==> src/rtl/vga_pmod_monitor.sv <==
// vga_pmod_monitor
//   Receive-side observer for the TinyVGA PMOD bus. Samples the bus on the
//   pixel clock, locks to hsync/vsync, measures line and frame length,
//   recovers active-area pixel coordinates and colour, and computes a
//   CRC-16-CCITT over the active picture of every complete locked frame.
//
//   state   | meaning
//   SEARCH  | waiting for the first frame-aligned line (vph reset)
//   MEASURE | counting clean frames, not yet trusted
//   LOCKED  | timing matches; pixels reported, per-frame CRC produced
//
// Ports
//   clk          pixel clock
//   rst_n        synchronous active-low reset
//   pmod[7:0]    {hsync,B0,G0,R0,vsync,B1,G1,R1}
//   locked       timing matches the parameters
//   pix_valid    active-area pixel on pix_x/pix_y/pix_rgb this cycle
//   pix_x/pix_y  active column/row
//   pix_rgb      {R1,R0,G1,G0,B1,B0}
//   frame_done   one-cycle pulse when frame_crc is updated
//   frame_crc    CRC of the last complete locked frame
//   h_total_meas last measured line length (saturating)
//   v_total_meas last measured frame length in lines (saturating)
//   err          one-cycle pulse on a timing violation while LOCKED
//   err_cnt      saturating violation count
module vga_pmod_monitor #(
  parameter int   H_TOTAL     = 800,
  parameter int   V_TOTAL     = 525,
  parameter int   H_ACTIVE    = 640,
  parameter int   V_ACTIVE    = 480,
  parameter int   H_START     = 144,
  parameter int   V_START     = 34,
  parameter logic H_POL       = 1'b0,
  parameter logic V_POL       = 1'b0,
  parameter int   LOCK_FRAMES = 2
) (
  input  logic        clk,
  input  logic        rst_n,
  input  logic [7:0]  pmod,
  output logic        locked,
  output logic        pix_valid,
  output logic [9:0]  pix_x,
  output logic [9:0]  pix_y,
  output logic [5:0]  pix_rgb,
  output logic        frame_done,
  output logic [15:0] frame_crc,
  output logic [9:0]  h_total_meas,
  output logic [9:0]  v_total_meas,
  output logic        err,
  output logic [7:0]  err_cnt
);

  typedef enum logic [1:0] {SEARCH, MEASURE, LOCKED} state_t;

  localparam logic [9:0] PH_MAX  = 10'd1023;
  localparam logic [9:0] H_LAST  = 10'(H_TOTAL - 1);
  localparam logic [9:0] V_LAST  = 10'(V_TOTAL - 1);
  localparam logic [9:0] V_TOT10 = 10'(V_TOTAL);
  localparam logic [9:0] H_BEG   = 10'(H_START);
  localparam logic [9:0] H_END   = 10'(H_START + H_ACTIVE);
  localparam logic [9:0] V_BEG   = 10'(V_START);
  localparam logic [9:0] V_END   = 10'(V_START + V_ACTIVE);
  localparam logic [7:0] LOCK8   = 8'(LOCK_FRAMES);

  function automatic logic [9:0] sat_inc(input logic [9:0] v);
    return (v == PH_MAX) ? v : v + 10'd1;
  endfunction

  // Bit-serial CCITT update, MSB of the pixel first.
  function automatic logic [15:0] crc_step(input logic [15:0] c, input logic [5:0] d);
    logic [15:0] r;
    r = c;
    for (int i = 5; i >= 0; i--) begin
      if (r[15] ^ d[i]) r = {r[14:0], 1'b0} ^ 16'h1021;
      else              r = {r[14:0], 1'b0};
    end
    return r;
  endfunction

  state_t      state_q, state_nxt;
  logic [7:0]  s1;
  logic        hs2, vs2;
  logic [9:0]  hph_q, vph_q, hph_cur, vph_cur;
  logic        vrst_q;
  logic [7:0]  good_q, good_nxt;
  logic [15:0] crc_q;

  logic       h_lead, v_lead, vreset, viol, active;
  logic       lock_entry, err_set, done_set;
  logic [5:0] rgb_cur;

  // Phases below belong to the sample currently held in s1.
  assign h_lead  = (s1[7] == H_POL) && (hs2 != H_POL);
  assign v_lead  = (s1[3] == V_POL) && (vs2 != V_POL);
  // A vsync lead arriving together with the hsync lead still aligns this line.
  assign vreset  = h_lead && (vrst_q || v_lead);
  assign hph_cur = h_lead ? 10'd0 : sat_inc(hph_q);
  assign vph_cur = vreset ? 10'd0 : (h_lead ? sat_inc(vph_q) : vph_q);
  assign rgb_cur = {s1[0], s1[4], s1[1], s1[5], s1[2], s1[6]};
  assign active  = (hph_cur >= H_BEG) && (hph_cur < H_END) &&
                   (vph_cur >= V_BEG) && (vph_cur < V_END);

  assign viol = (h_lead && (hph_q != H_LAST)) ||
                (hph_cur == PH_MAX) ||
                (vreset && (vph_q != V_LAST)) ||
                (h_lead && !vreset && (vph_cur == V_TOT10));

  assign locked = (state_q == LOCKED);

  always_comb begin
    state_nxt  = state_q;
    good_nxt   = good_q;
    lock_entry = 1'b0;
    err_set    = 1'b0;
    done_set   = 1'b0;
    case (state_q)
      SEARCH: begin
        if (vreset) begin
          state_nxt = MEASURE;
          good_nxt  = 8'd0;
        end
      end
      MEASURE: begin
        if (viol) begin
          state_nxt = SEARCH;
        end else if (vreset) begin
          if (good_q + 8'd1 == LOCK8) begin
            state_nxt  = LOCKED;
            lock_entry = 1'b1;
          end else begin
            good_nxt = good_q + 8'd1;
          end
        end
      end
      LOCKED: begin
        if (viol) begin
          state_nxt = SEARCH;
          err_set   = 1'b1;
        end else if (vreset) begin
          done_set = 1'b1;
        end
      end
      default: state_nxt = SEARCH;
    endcase
  end

  always_ff @(posedge clk) begin
    if (!rst_n) begin
      state_q      <= SEARCH;
      s1           <= 8'd0;
      hs2          <= 1'b0;
      vs2          <= 1'b0;
      hph_q        <= 10'd0;
      vph_q        <= 10'd0;
      vrst_q       <= 1'b0;
      good_q       <= 8'd0;
      crc_q        <= 16'hFFFF;
      pix_valid    <= 1'b0;
      pix_x        <= 10'd0;
      pix_y        <= 10'd0;
      pix_rgb      <= 6'd0;
      frame_done   <= 1'b0;
      frame_crc    <= 16'd0;
      h_total_meas <= 10'd0;
      v_total_meas <= 10'd0;
      err          <= 1'b0;
      err_cnt      <= 8'd0;
    end else begin
      state_q <= state_nxt;
      good_q  <= good_nxt;
      s1      <= pmod;
      hs2     <= s1[7];
      vs2     <= s1[3];
      hph_q   <= hph_cur;
      vph_q   <= vph_cur;
      vrst_q  <= h_lead ? 1'b0 : (vrst_q | v_lead);

      if (h_lead) h_total_meas <= sat_inc(hph_q);
      if (vreset) v_total_meas <= sat_inc(vph_q);

      // Any frame boundary or abandoned frame restarts the running CRC.
      if (lock_entry || done_set || err_set)
        crc_q <= 16'hFFFF;
      else if ((state_q == LOCKED) && active)
        crc_q <= crc_step(crc_q, rgb_cur);

      pix_valid <= (state_q == LOCKED) && active;
      if ((state_q == LOCKED) && active) begin
        pix_x   <= hph_cur - H_BEG;
        pix_y   <= vph_cur - V_BEG;
        pix_rgb <= rgb_cur;
      end

      frame_done <= done_set;
      if (done_set) frame_crc <= crc_q;

      err <= err_set;
      if (err_set && (err_cnt != 8'hFF)) err_cnt <= err_cnt + 8'd1;
    end
  end

endmodule
==> config.mk <==
export PLATFORM = sky130hd
export DESIGN_NAME = vga_pmod_monitor
export DESIGN_NICKNAME = d
export VERILOG_FILES = /design/src/rtl/vga_pmod_monitor.sv
export SDC_FILE = /design/constraint.sdc
export NUM_CORES = 1
export LEC_CHECK = 0
export ABC_AREA = 1
export CAP_MARGIN = 0
export CORE_ASPECT_RATIO = 2
export CORE_MARGIN = 5
export CORE_UTILIZATION = 35
export CTS_CLUSTER_DIAMETER = 80
export DETAILED_ROUTE_END_ITERATION = 16
export PLACE_DENSITY = 0.57
export SLEW_MARGIN = 20
export SYNTH_ARGS = -nofsm -noshare
export SYNTH_HDL_FRONTEND = slang
export SYNTH_SLANG_ARGS = --single-unit
==> constraint.sdc <==
create_clock -name clk -period 5.1 [get_ports clk]
set_input_delay 0.765 -clock clk [delete_from_list [all_inputs] [get_ports clk]]
set_output_delay 0.765 -clock clk [all_outputs]
set_load 0.02 [all_outputs]
==> flow_summary_export.csv, run 1 <==
group,metric,value,unit
outcome,status,"complete, no violations",
placed_design,gp_congestion,0.900,
synthesis,syn-instance-count,931,
floorplan,die_area,21400,um2
worst_setup_path,reg2reg_slack,1.48,ns
sta,skew,0.0112,ns
detailed_routing,totalWireLength,18100,um
worst_setup_path,slowest_stage,"buf_4",
clocking,cts_root_buffer,"clkbuf_16",
detailed_routing,drtPass1Iterations,4,
clocking,postCtsHoldBufs,0,
grt,grt_pass1_vias,5870,
floorplan,start_util,35.5,%
pwr,power_frac_comb,4.6,%
synthesis,ys.warnings.count,0,
synthesis,synth.lib_cells_used.distinct,37,
detailed_routing,vias,5824,
synthesis,syn-num-nets,952,
cells_and_area,area_delta_synth_final,23.4,%
cells_and_area,mostFrequentLayoutCells,"237 x nand2_1, 159 x nor2_1, 130 x dfxtp_1, 92 x inv_1, 82 x clkdlybuf4s50_1",
grt,antenna_found_initial,0,
synthesis,async_flop_share,0,%
pwr,p_sw,0.593,mW
clocking,cts_setup_buffers,0,
worst_setup_path,worstPathRequired,5.42,ns
pwr,leakage,3.57,nW
clocking,cts_tree,"yes",
synthesis,synth_edf_count,0,
pwr,p_seq_share,44.2,%
worst_hold_path,hold_path_class,"reg -> reg",
grt,grt_pass1_wl,29800,um
cells_and_area,layout-drive-gt1-share,9.82,%
clocking,cts_buffers,17,
worst_setup_path,reg2reg_depth,19,
pwr,switching_share,25.3,%
sta,fmax,0.276,GHz
run,max_cap_viol_count,0,
cells_and_area,layout.nets,1026,
pwr,max-vdd-ir-drop,0.204,mV
detailed_routing,vias_per_cell,4.72,
grt,grt_max_degree,50,
worst_setup_path,r2r_start,"hph_q[0]$_SDFF_PN0_",
pwr,power_frac_clock,51.2,%
placed_design,io_buffers,83,
worst_setup_path,critPathArrivalTime,3.94,ns
floorplan,core_area,18200,um2
worst_setup_path,end_kind,"flop",
cells_and_area,multi_input_area,3280,um2
pwr,power.density,293,nW/um2
sta,slew_viol_final,0,
detailed_routing,route.detailed.drc,0,
worst_setup_path,crit_path_max_incr_delay,0.54,ns
worst_setup_path,path_max_fanout,49,
floorplan,dieHeight,202,um
cells_and_area,final_common_cell,"nand2_1",
worst_setup_path,startpoint,"hph_q[0]$_SDFF_PN0_",
grt,grt.total_usage,17.8,%
detailed_routing,wl_per_cell,14.7,um
worst_setup_path,rr_endpoint,"pix_y[5]$_SDFFE_PN0P_",
pwr,p_int,1.75,mW
worst_setup_path,crit_chain,"ha_1 -> nand2_2 -> nor2_4 -> nand3_2 -> nand2_1 -> xor2_1 -> nand2_1 -> ha_1 -> nand2_1 -> nand2_1 -> nand3_1 -> nor2_2 -> nor2_4 -> nand2_2 -> nor2_4 -> buf_4 -> nand2_1 -> nand2_1 -> nor2_1",
placed_design,dpl.hpwl,13700,um
clocking,clockBufferDepth,2,
sta,layout_min_cycle_time,3.62,ns
sta,slew_headroom,34.9,%
clocking,cts.clk_slew.worst_paths,0.06,ns
clocking,cts_resized,0,
sta,rsz0062_at_grt,"false",
synthesis,syn_avg_cell_area,6.94,um2
floorplan,core.rowCount,70,
detailed_routing,drtAntennaViolNets,0,
cells_and_area,regArea,2600,um2
floorplan,die_w,106,um
sta,finalHoldViolCount,0,
sta,setup_slack,1.48,ns
cells_and_area,antenna_cells,0,
sta,setup_tns,0,ns
placed_design,dp_slack,1.50,ns
sta,setup_violations,0,
worst_setup_path,crit_path_end,"pix_y[5]$_SDFFE_PN0P_",
detailed_routing,drt_iter0_markers,168,
sta,worstMarginPinSlew,0.975,ns
cells_and_area,nFillCells,1950,
synthesis,synthFlopType,"dfxtp_1",
clocking,clock-sinks,130,
synthesis,synth_area,6460,um2
synthesis,ys_ff_latch,130,
sta,finalCritPeriodShare,71.0,%
grt,grt-ovfl-total,0,
synthesis,ys_seq_area_share,40.3,%
worst_setup_path,cp_common_cell,"nand2_1",
clocking,clk_latency,0.43,ns
floorplan,ios,84,
worst_setup_path,critical_path_class,"reg -> reg",
clocking,cts_max_level,4,
worst_setup_path,startpoint_type,"flop",
[sequential cells by signal, summed over array words and instances, names as in the netlist, 2 cells and up]
name,cells
crc_q,16
frame_crc,16
h_total_meas,10
hph_q,10
pix_x,10
pix_y,10
v_total_meas,10
vph_q,10
err_cnt,8
good_q,8
s1,8
pix_rgb,6
state_q,2
[metal layers]
| metal | part of all wire, % | GRT usage, % | vias to the layer above |
|---|---|---|---|
| li1 | - | - | 3048 |
| met1 | 37 | 17.3 | 2610 |
| met2 | 55 | 33.4 | 114 |
| met3 | 3.0 | 3.42 | 52 |
| met4 | 5.7 | 11.8 | 0 |
| met5 | 0 | 0 | - |
[power by group through the flow]
stage	clock network [mW]	registers (mW)	logic [mW]
after floorplan	0	1.06	0.0704
after global placement	0	1.06	0.110
after detailed placement	0	1.06	0.109
after CTS	1.22	1.03	0.110
after global routing	1.27	1.04	0.121
final	1.20	1.03	0.108
[worst max-delay path, delay by kind of cell, from the launching register on]
kind                       cells  cell delay, ns
buffers and inverters          1            0.54
xor gates and xnor gates       1            0.18
and+or+nand+nor               15            1.90
DFF                            1            0.41
adders and majority gates      2            0.46
[per-stage QoR]
step	hold WS (ns)	util (%)	std cells	cell area (um2)	power [mW]
CTS	0.428	43.8	1234	7980	2.37
global route	0.453	43.8	1234	7980	2.42
finish	0.424	43.8	1234	7980	2.34
detailed placement	0.419	40.6	1202	7400	1.17
floorplan	0.407	-	931	6460	1.13
global placement	0.411	40.6	1202	7400	1.17
[worst min path at each step]
stage	startpoint	end	slack, ns	depth (start not counted)
detailed placement	s1[3]$_SDFF_PN0_	vs2$_SDFF_PN0_	0.42	2
CTS	s1[3]$_SDFF_PN0_	vs2$_SDFF_PN0_	0.43	2
floorplan	s1[3]$_SDFF_PN0_	vs2$_SDFF_PN0_	0.41	2
global placement	s1[3]$_SDFF_PN0_	vs2$_SDFF_PN0_	0.41	2
global route	s1[7]$_SDFF_PN0_	hs2$_SDFF_PN0_	0.45	2
finish	s1[3]$_SDFF_PN0_	vs2$_SDFF_PN0_	0.42	2
[kinds of logic after synthesis]
kind of cell	count (synthesis)	synth area share (%)
xor gates and xnor gates	37	5.01
buffers and inverters	135	8.98
adders and majority gates	11	2.13
DFF	130	40.3
and+or+nand+nor	548	37.7
AOI/OAI and AO/OA	70	5.91
[synth_stat cells, types with 10 or more instances]
master / instances / area (um2)
ha_1: 11 / 138
a21oi_1: 19 / 95.1
nand3_1: 78 / 390
nand2_1: 237 / 890
xnor2_1: 16 / 140
o21ai_1: 10 / 50.1
nand2_2: 12 / 75.1
o21ai_0: 31 / 155
clkbuf_1: 12 / 45.0
nor2_2: 17 / 106
xor2_1: 21 / 184
inv_1: 92 / 345
dfxtp_1: 130 / 2600
nor2_1: 159 / 597
nand4_1: 15 / 93.8
[area by class of cell]
type / count / share of cell area [%]
well taps: 216 / 3.39
clock buffers: 17 / 5.33
inverters: 102 / 4.82
repair buffers: 88 / 10.8
multi-input cells: 666 / 41.1
clock inverters: 15 / 1.88
flip-flops and latches: 130 / 32.6
Power figures use the tool's default switching activity.
==> inputs of run 2 (changes only) <==
- clock period: 5.1 -> 3.69 ns (I/O delays scaled with it)
==> flow_summary_export.csv, run 2 (synthesis gave the netlist of run 1 again) <==
group,metric,value,unit
sta,skew,0.00928,ns
cells_and_area,nFillCells,1948,
worst_setup_path,crit_path_max_incr_delay,0.41,ns
sta,setup_tns,0,ns
floorplan,die_area,21400,um2
sta,worstMarginPinSlew,0.934,ns
cells_and_area,layout.nets,1029,
worst_setup_path,critPathArrivalTime,3.69,ns
worst_setup_path,crit_chain,"ha_1 -> nand2_2 -> nor2_4 -> nand3_2 -> nand2_1 -> xor2_1 -> nand2_1 -> inv_1 -> ha_1 -> nand4_1 -> nor2_2 -> nor2_4 -> nand4_4 -> nand2_2 -> nor2_4 -> nand3_1",
pwr,switching_share,23.9,%
detailed_routing,drtAntennaViolNets,0,
outcome,status,"complete, no violations",
placed_design,gp_congestion,0.936,
worst_setup_path,reg2reg_depth,16,
grt,grt_pass1_wl,30100,um
pwr,p_seq_share,44.9,%
sta,slew_headroom,37.7,%
worst_setup_path,cp_common_cell,"nor2_4",
clocking,cts_tree,"yes",
run,max_cap_viol_count,0,
clocking,cts_root_buffer,"clkbuf_16",
clocking,postCtsHoldBufs,0,
cells_and_area,mostFrequentLayoutCells,"237 x nand2_1, 159 x nor2_1, 130 x dfxtp_1, 92 x inv_1, 82 x clkdlybuf4s50_1",
floorplan,core.rowCount,70,
worst_setup_path,end_kind,"flop",
floorplan,die_w,106,um
clocking,cts_max_level,4,
worst_setup_path,r2r_start,"hph_q[0]$_SDFF_PN0_",
grt,grt_max_degree,37,
floorplan,start_util,35.5,%
placed_design,dpl.hpwl,14200,um
cells_and_area,largestRegisters,"crc_q x16, frame_crc x16",
clocking,clockBufferDepth,2,
clocking,cts_resized,0,
worst_setup_path,critPathBufInv,1,
pwr,leakage,3.58,nW
placed_design,io_buffers,83,
detailed_routing,drt_iter0_markers,255,
grt,grt.total_usage,17.9,%
worst_hold_path,hold_path_class,"reg -> reg",
clocking,clk_latency,0.42,ns
grt,antenna_found_initial,0,
worst_setup_path,slowest_stage,"dfxtp_1",
worst_setup_path,worstPathRequired,3.97,ns
worst_setup_path,rr_endpoint,"crc_q[5]$_SDFFE_PP1P_",
cells_and_area,antenna_cells,0,
pwr,p_int,2.43,mW
cells_and_area,final_common_cell,"nand2_1",
grt,grt_pass1_vias,6058,
sta,slew_viol_final,0,
detailed_routing,vias_per_cell,4.81,
placed_design,place_area,7420,um2
grt,grt-ovfl-total,0,
cells_and_area,layout-drive-gt1-share,10.1,%
pwr,p_sw,0.762,mW
worst_setup_path,crit_family,"simple AND/OR/NAND/NOR gates",
pwr,power_frac_clock,50.3,%
clocking,clock-sinks,130,
pwr,power.density,399,nW/um2
pwr,power_frac_comb,4.8,%
worst_setup_path,critical_path_class,"reg -> reg",
sta,setup_violations,0,
worst_hold_path,hold_end,"vs2$_SDFF_PN0_",
worst_setup_path,reg2reg_slack,0.29,ns
worst_hold_path,hold_depth,2,
cells_and_area,area_delta_synth_final,23.6,%
clocking,cts.clk_slew.worst_paths,0.06,ns
floorplan,ios,84,
worst_setup_path,startpoint_type,"flop",
detailed_routing,wl_per_cell,14.9,um
cells_and_area,design_area,7990,um2
floorplan,core_area,18200,um2
detailed_routing,vias,5949,
floorplan,dieHeight,202,um
sta,finalCritPeriodShare,92.3,%
clocking,cts_buffers,17,
pwr,max-vdd-ir-drop,0.260,mV
clocking,cts_setup_buffers,0,
sta,layout_min_cycle_time,3.40,ns
detailed_routing,totalWireLength,18500,um
sta,rsz0062_at_grt,"false",
detailed_routing,route.detailed.drc,0,
detailed_routing,drtPass1Iterations,5,
sta,finalHoldViolCount,0,
sta,fmax,0.294,GHz
worst_hold_path,hold_start,"s1[3]$_SDFF_PN0_",
worst_setup_path,path_max_fanout,19,
run 2: cell types whose count changed in the layout (fill, tap and decap cells not counted), sizes merged:
cell	before	now
clkbuf	17	19
inv	109	102
clkinv	4	8
buf	6	9
clkinvlp	3	4
run 2: how the worst max path moves through the flow:
stage                              from                endpoint  slack, ns  cells past startpoint
finish              hph_q[0]$_SDFF_PN0_   crc_q[5]$_SDFFE_PP1P_       0.29                     16
global route        hph_q[0]$_SDFF_PN0_   crc_q[8]$_SDFFE_PP1P_    0.00007                     16
CTS                 hph_q[0]$_SDFF_PN0_  crc_q[13]$_SDFFE_PP1P_       0.31                     16
detailed placement  hph_q[0]$_SDFF_PN0_  crc_q[13]$_SDFFE_PP1P_       0.32                     16
global placement    hph_q[0]$_SDFF_PN0_   crc_q[9]$_SDFFE_PP1P_       0.35                     16
floorplan           hph_q[0]$_SDFF_PN0_   pix_x[9]$_SDFFE_PN0P_       1.02                     21
run 2: stage by stage:
step           hold WS (ns)  std cells  setup slack (ns)  utilization, %  power (mW)
6_report              0.426       1237             0.285            43.8        3.19
5_1_grt               0.468       1237         0.0000737            43.8        3.30
4_1_cts               0.429       1237             0.311            43.8        3.22
3_5_place_dp          0.421       1205             0.324            40.7        1.62
3_3_place_gp          0.411       1205             0.353            40.7        1.62
2_1_floorplan         0.407        931              1.02               -        1.56
run 2: layer usage:
metal	share of wire, %	vias to the layer above	GRT usage (%)
met3	2.7	67	3.20
met4	7.2	0	13.2
met5	0	-	0
met2	54	139	33.9
met1	36	2685	16.7
li1	-	3058	-
run 2: final cells by class:
type / instances / area [um2] / share of cell area [%]
Inverter: 102 / 384 / 4.81
Timing Repair Buffer: 91 / 886 / 11.1
Clock buffer: 19 / 453 / 5.67
Clock inverter: 13 / 111 / 1.39
Tap cell: 216 / 270 / 3.38
Sequential cell: 130 / 2600 / 32.6
Multi-Input combinational cell: 666 / 3280 / 41.1
run 2: worst reg2reg max path, delay by kind of cell, from the launching register on:
family	cells	cell delay (ns)
fa+ha+maj	2	0.36
flops	1	0.41
buf+inv	1	0.09
simple gates	12	2.10
xor+xnor	1	0.32
run 2: power groups by stage:
stage	registers (mW)	clock network (mW)	logic [mW]
4_1_cts	1.43	1.64	0.155
2_1_floorplan	1.46	0	0.0974
3_5_place_dp	1.46	0	0.154
5_1_grt	1.43	1.70	0.169
3_3_place_gp	1.46	0	0.154
6_report	1.43	1.60	0.153
==> inputs of run 3 (changes only) <==
- SETUP_SLACK_MARGIN: unset -> 0.1
==> flow_summary_export.csv, run 3 (synthesis gave the netlist of run 1 again) <==
group,metric,value,unit
clocking,cts_tree,"yes",
clocking,cts_max_level,4,
sta,skew,0.00852,ns
cells_and_area,antenna_cells,0,
grt,grt-ovfl-total,0,
floorplan,start_util,35.5,%
cells_and_area,utilization,44.0,%
worst_setup_path,startpoint_type,"flop",
cells_and_area,area_delta_synth_final,24.0,%
worst_setup_path,path_max_fanout,34,
clocking,cts_buffers,17,
detailed_routing,totalWireLength,18500,um
grt,antenna_found_initial,0,
detailed_routing,route.detailed.drc,0,
sta,worstMarginPinSlew,0.938,ns
clocking,clockBufferDepth,2,
pwr,power_frac_clock,50.3,%
clocking,cts.clk_slew.worst_paths,0.05,ns
sta,slew_viol_final,0,
detailed_routing,vias,5974,
clocking,clock-sinks,130,
worst_setup_path,reg2reg_depth,19,
pwr,max-vdd-ir-drop,0.259,mV
floorplan,core_area,18200,um2
worst_setup_path,slowest_stage,"dfxtp_1",
worst_setup_path,r2r_start,"hph_q[0]$_SDFF_PN0_",
pwr,leakage,3.59,nW
floorplan,ios,84,
worst_setup_path,critical_path_class,"reg -> reg",
grt,grt_max_degree,37,
worst_setup_path,end_kind,"flop",
detailed_routing,vias_per_cell,4.83,
worst_hold_path,hold_path_class,"reg -> reg",
sta,setup_tns,0,ns
sta,layout_min_cycle_time,3.28,ns
run,max_cap_viol_count,0,
worst_setup_path,worstPathRequired,4.00,ns
clocking,clk_latency,0.42,ns
placed_design,dpl.hpwl,14200,um
worst_hold_path,hold_start,"s1[3]$_SDFF_PN0_",
cells_and_area,nFillCells,1947,
worst_setup_path,cp_common_cell,"nand2_1",
sta,finalCritPeriodShare,89.0,%
worst_setup_path,crit_path_max_incr_delay,0.40,ns
cells_and_area,largestRegisters,"crc_q x16, frame_crc x16",
detailed_routing,drtAntennaViolNets,0,
floorplan,dieHeight,202,um
sta,finalHoldViolCount,0,
grt,grt.total_usage,17.9,%
worst_setup_path,crit_chain,"ha_1 -> nand2_2 -> nor2_4 -> nand3_2 -> nand2_1 -> xor2_1 -> nand2_1 -> ha_1 -> nand2_1 -> nand2_1 -> nand3_1 -> nor2_2 -> nor2_4 -> nand2_2 -> nor2_4 -> buf_6 -> nand2_1 -> nand2_1 -> nor2_1",
sta,slew_headroom,37.4,%
floorplan,die_area,21400,um2
pwr,p_seq_share,44.8,%
pwr,power_frac_comb,4.9,%
pwr,switching_share,23.9,%
pwr,p_sw,0.763,mW
clocking,postCtsHoldBufs,0,
grt,grt_pass1_vias,6058,
worst_setup_path,reg2reg_slack,0.41,ns
clocking,cts_root_buffer,"clkbuf_16",
worst_hold_path,hold_end,"vs2$_SDFF_PN0_",
cells_and_area,layout.nets,1030,
grt,grt_pass1_wl,30100,um
detailed_routing,drtPass1Iterations,4,
floorplan,core.rowCount,70,
pwr,power.density,398,nW/um2
detailed_routing,drt_iter0_markers,245,
cells_and_area,layout-drive-gt1-share,10.2,%
pwr,p_int,2.43,mW
worst_hold_path,hold_depth,2,
floorplan,die_w,106,um
outcome,status,"complete, no violations",
sta,fmax,0.305,GHz
worst_setup_path,critPathArrivalTime,3.60,ns
placed_design,gp_congestion,0.936,
detailed_routing,wl_per_cell,15.0,um
sta,setup_violations,0,
cells_and_area,final_common_cell,"nand2_1",
sta,rsz0062_at_grt,"true",
worst_setup_path,rr_endpoint,"pix_y[3]$_SDFFE_PN0P_",
placed_design,io_buffers,83,
cells_and_area,mostFrequentLayoutCells,"237 x nand2_1, 159 x nor2_1, 130 x dfxtp_1, 92 x inv_1, 82 x clkdlybuf4s50_1",
## run 3: cell types whose count changed in the layout (fill, tap and decap cells not counted)
| cell | change |
|---|---|
| buf_12 | +1 |
| buf_4 | -2 |
| buf_6 | +2 |
## run 3: how the worst max path moves through the flow
stage,startpoint,end,slack [ns]
detailed placement,hph_q[0]$_SDFF_PN0_,crc_q[13]$_SDFFE_PP1P_,0.32
global placement,hph_q[0]$_SDFF_PN0_,crc_q[9]$_SDFFE_PP1P_,0.35
global route,hph_q[0]$_SDFF_PN0_,pix_y[4]$_SDFFE_PN0P_,0.1
finish,hph_q[0]$_SDFF_PN0_,pix_y[3]$_SDFFE_PN0P_,0.41
CTS,hph_q[0]$_SDFF_PN0_,crc_q[13]$_SDFFE_PP1P_,0.31
floorplan,hph_q[0]$_SDFF_PN0_,pix_x[9]$_SDFFE_PN0P_,1.02
## run 3: power by group through the flow
stage | clock network, mW | logic (mW) | registers [mW]
finish | 1.60 | 0.156 | 1.43
global placement | 0 | 0.154 | 1.46
detailed placement | 0 | 0.154 | 1.46
floorplan | 0 | 0.0974 | 1.46
global route | 1.70 | 0.172 | 1.43
CTS | 1.64 | 0.155 | 1.43
## run 3: layout make-up
class	instances	area, um2	area share (%)
Timing Repair Buffer	92	913	11.4
Sequential cell	130	2600	32.5
Multi-Input combinational cell	666	3280	40.9
Clock inverter	13	111	1.39
Tap cell	216	270	3.37
Inverter	102	384	4.79
Clock buffer	19	453	5.65
## run 3: critical path, delay by kind of cell (launching register included)
kind	cells	cell delay, ns
and+or+nand+nor	15	1.73
adders and majority gates	2	0.47
DFF	1	0.40
xor gates and xnor gates	1	0.32
buffers and inverters	1	0.27
## run 3: repair_timing
item | in CTS | in global routing
endpoints found under the setup margin | 0 | 39
resized for setup | 0 | 2
buffers inserted | 0 | 1
## run 3: per-stage QoR
| step | worst slack (ns) | cell area, um2 | hold WS [ns] | instances | power [mW] |
|---|---|---|---|---|---|
| global placement | 0.353 | 7420 | 0.411 | 1205 | 1.62 |
| finish | 0.407 | 8010 | 0.426 | 1238 | 3.19 |
| CTS | 0.311 | 7990 | 0.429 | 1237 | 3.22 |
| detailed placement | 0.324 | 7420 | 0.421 | 1205 | 1.62 |
| global route | 0.0979 | 8010 | 0.468 | 1238 | 3.30 |
| floorplan | 1.02 | 6460 | 0.407 | 931 | 1.56 |
## run 3: layer usage
| metal | track usage [%] | vias up | part of all wire, % |
|---|---|---|---|
| met2 | 33.9 | 133 | 54 |
| met4 | 13.2 | 0 | 7.2 |
| met5 | 0 | - | 0 |
| met1 | 16.7 | 2709 | 36 |
| met3 | 3.20 | 68 | 2.5 |
| li1 | - | 3064 | - |
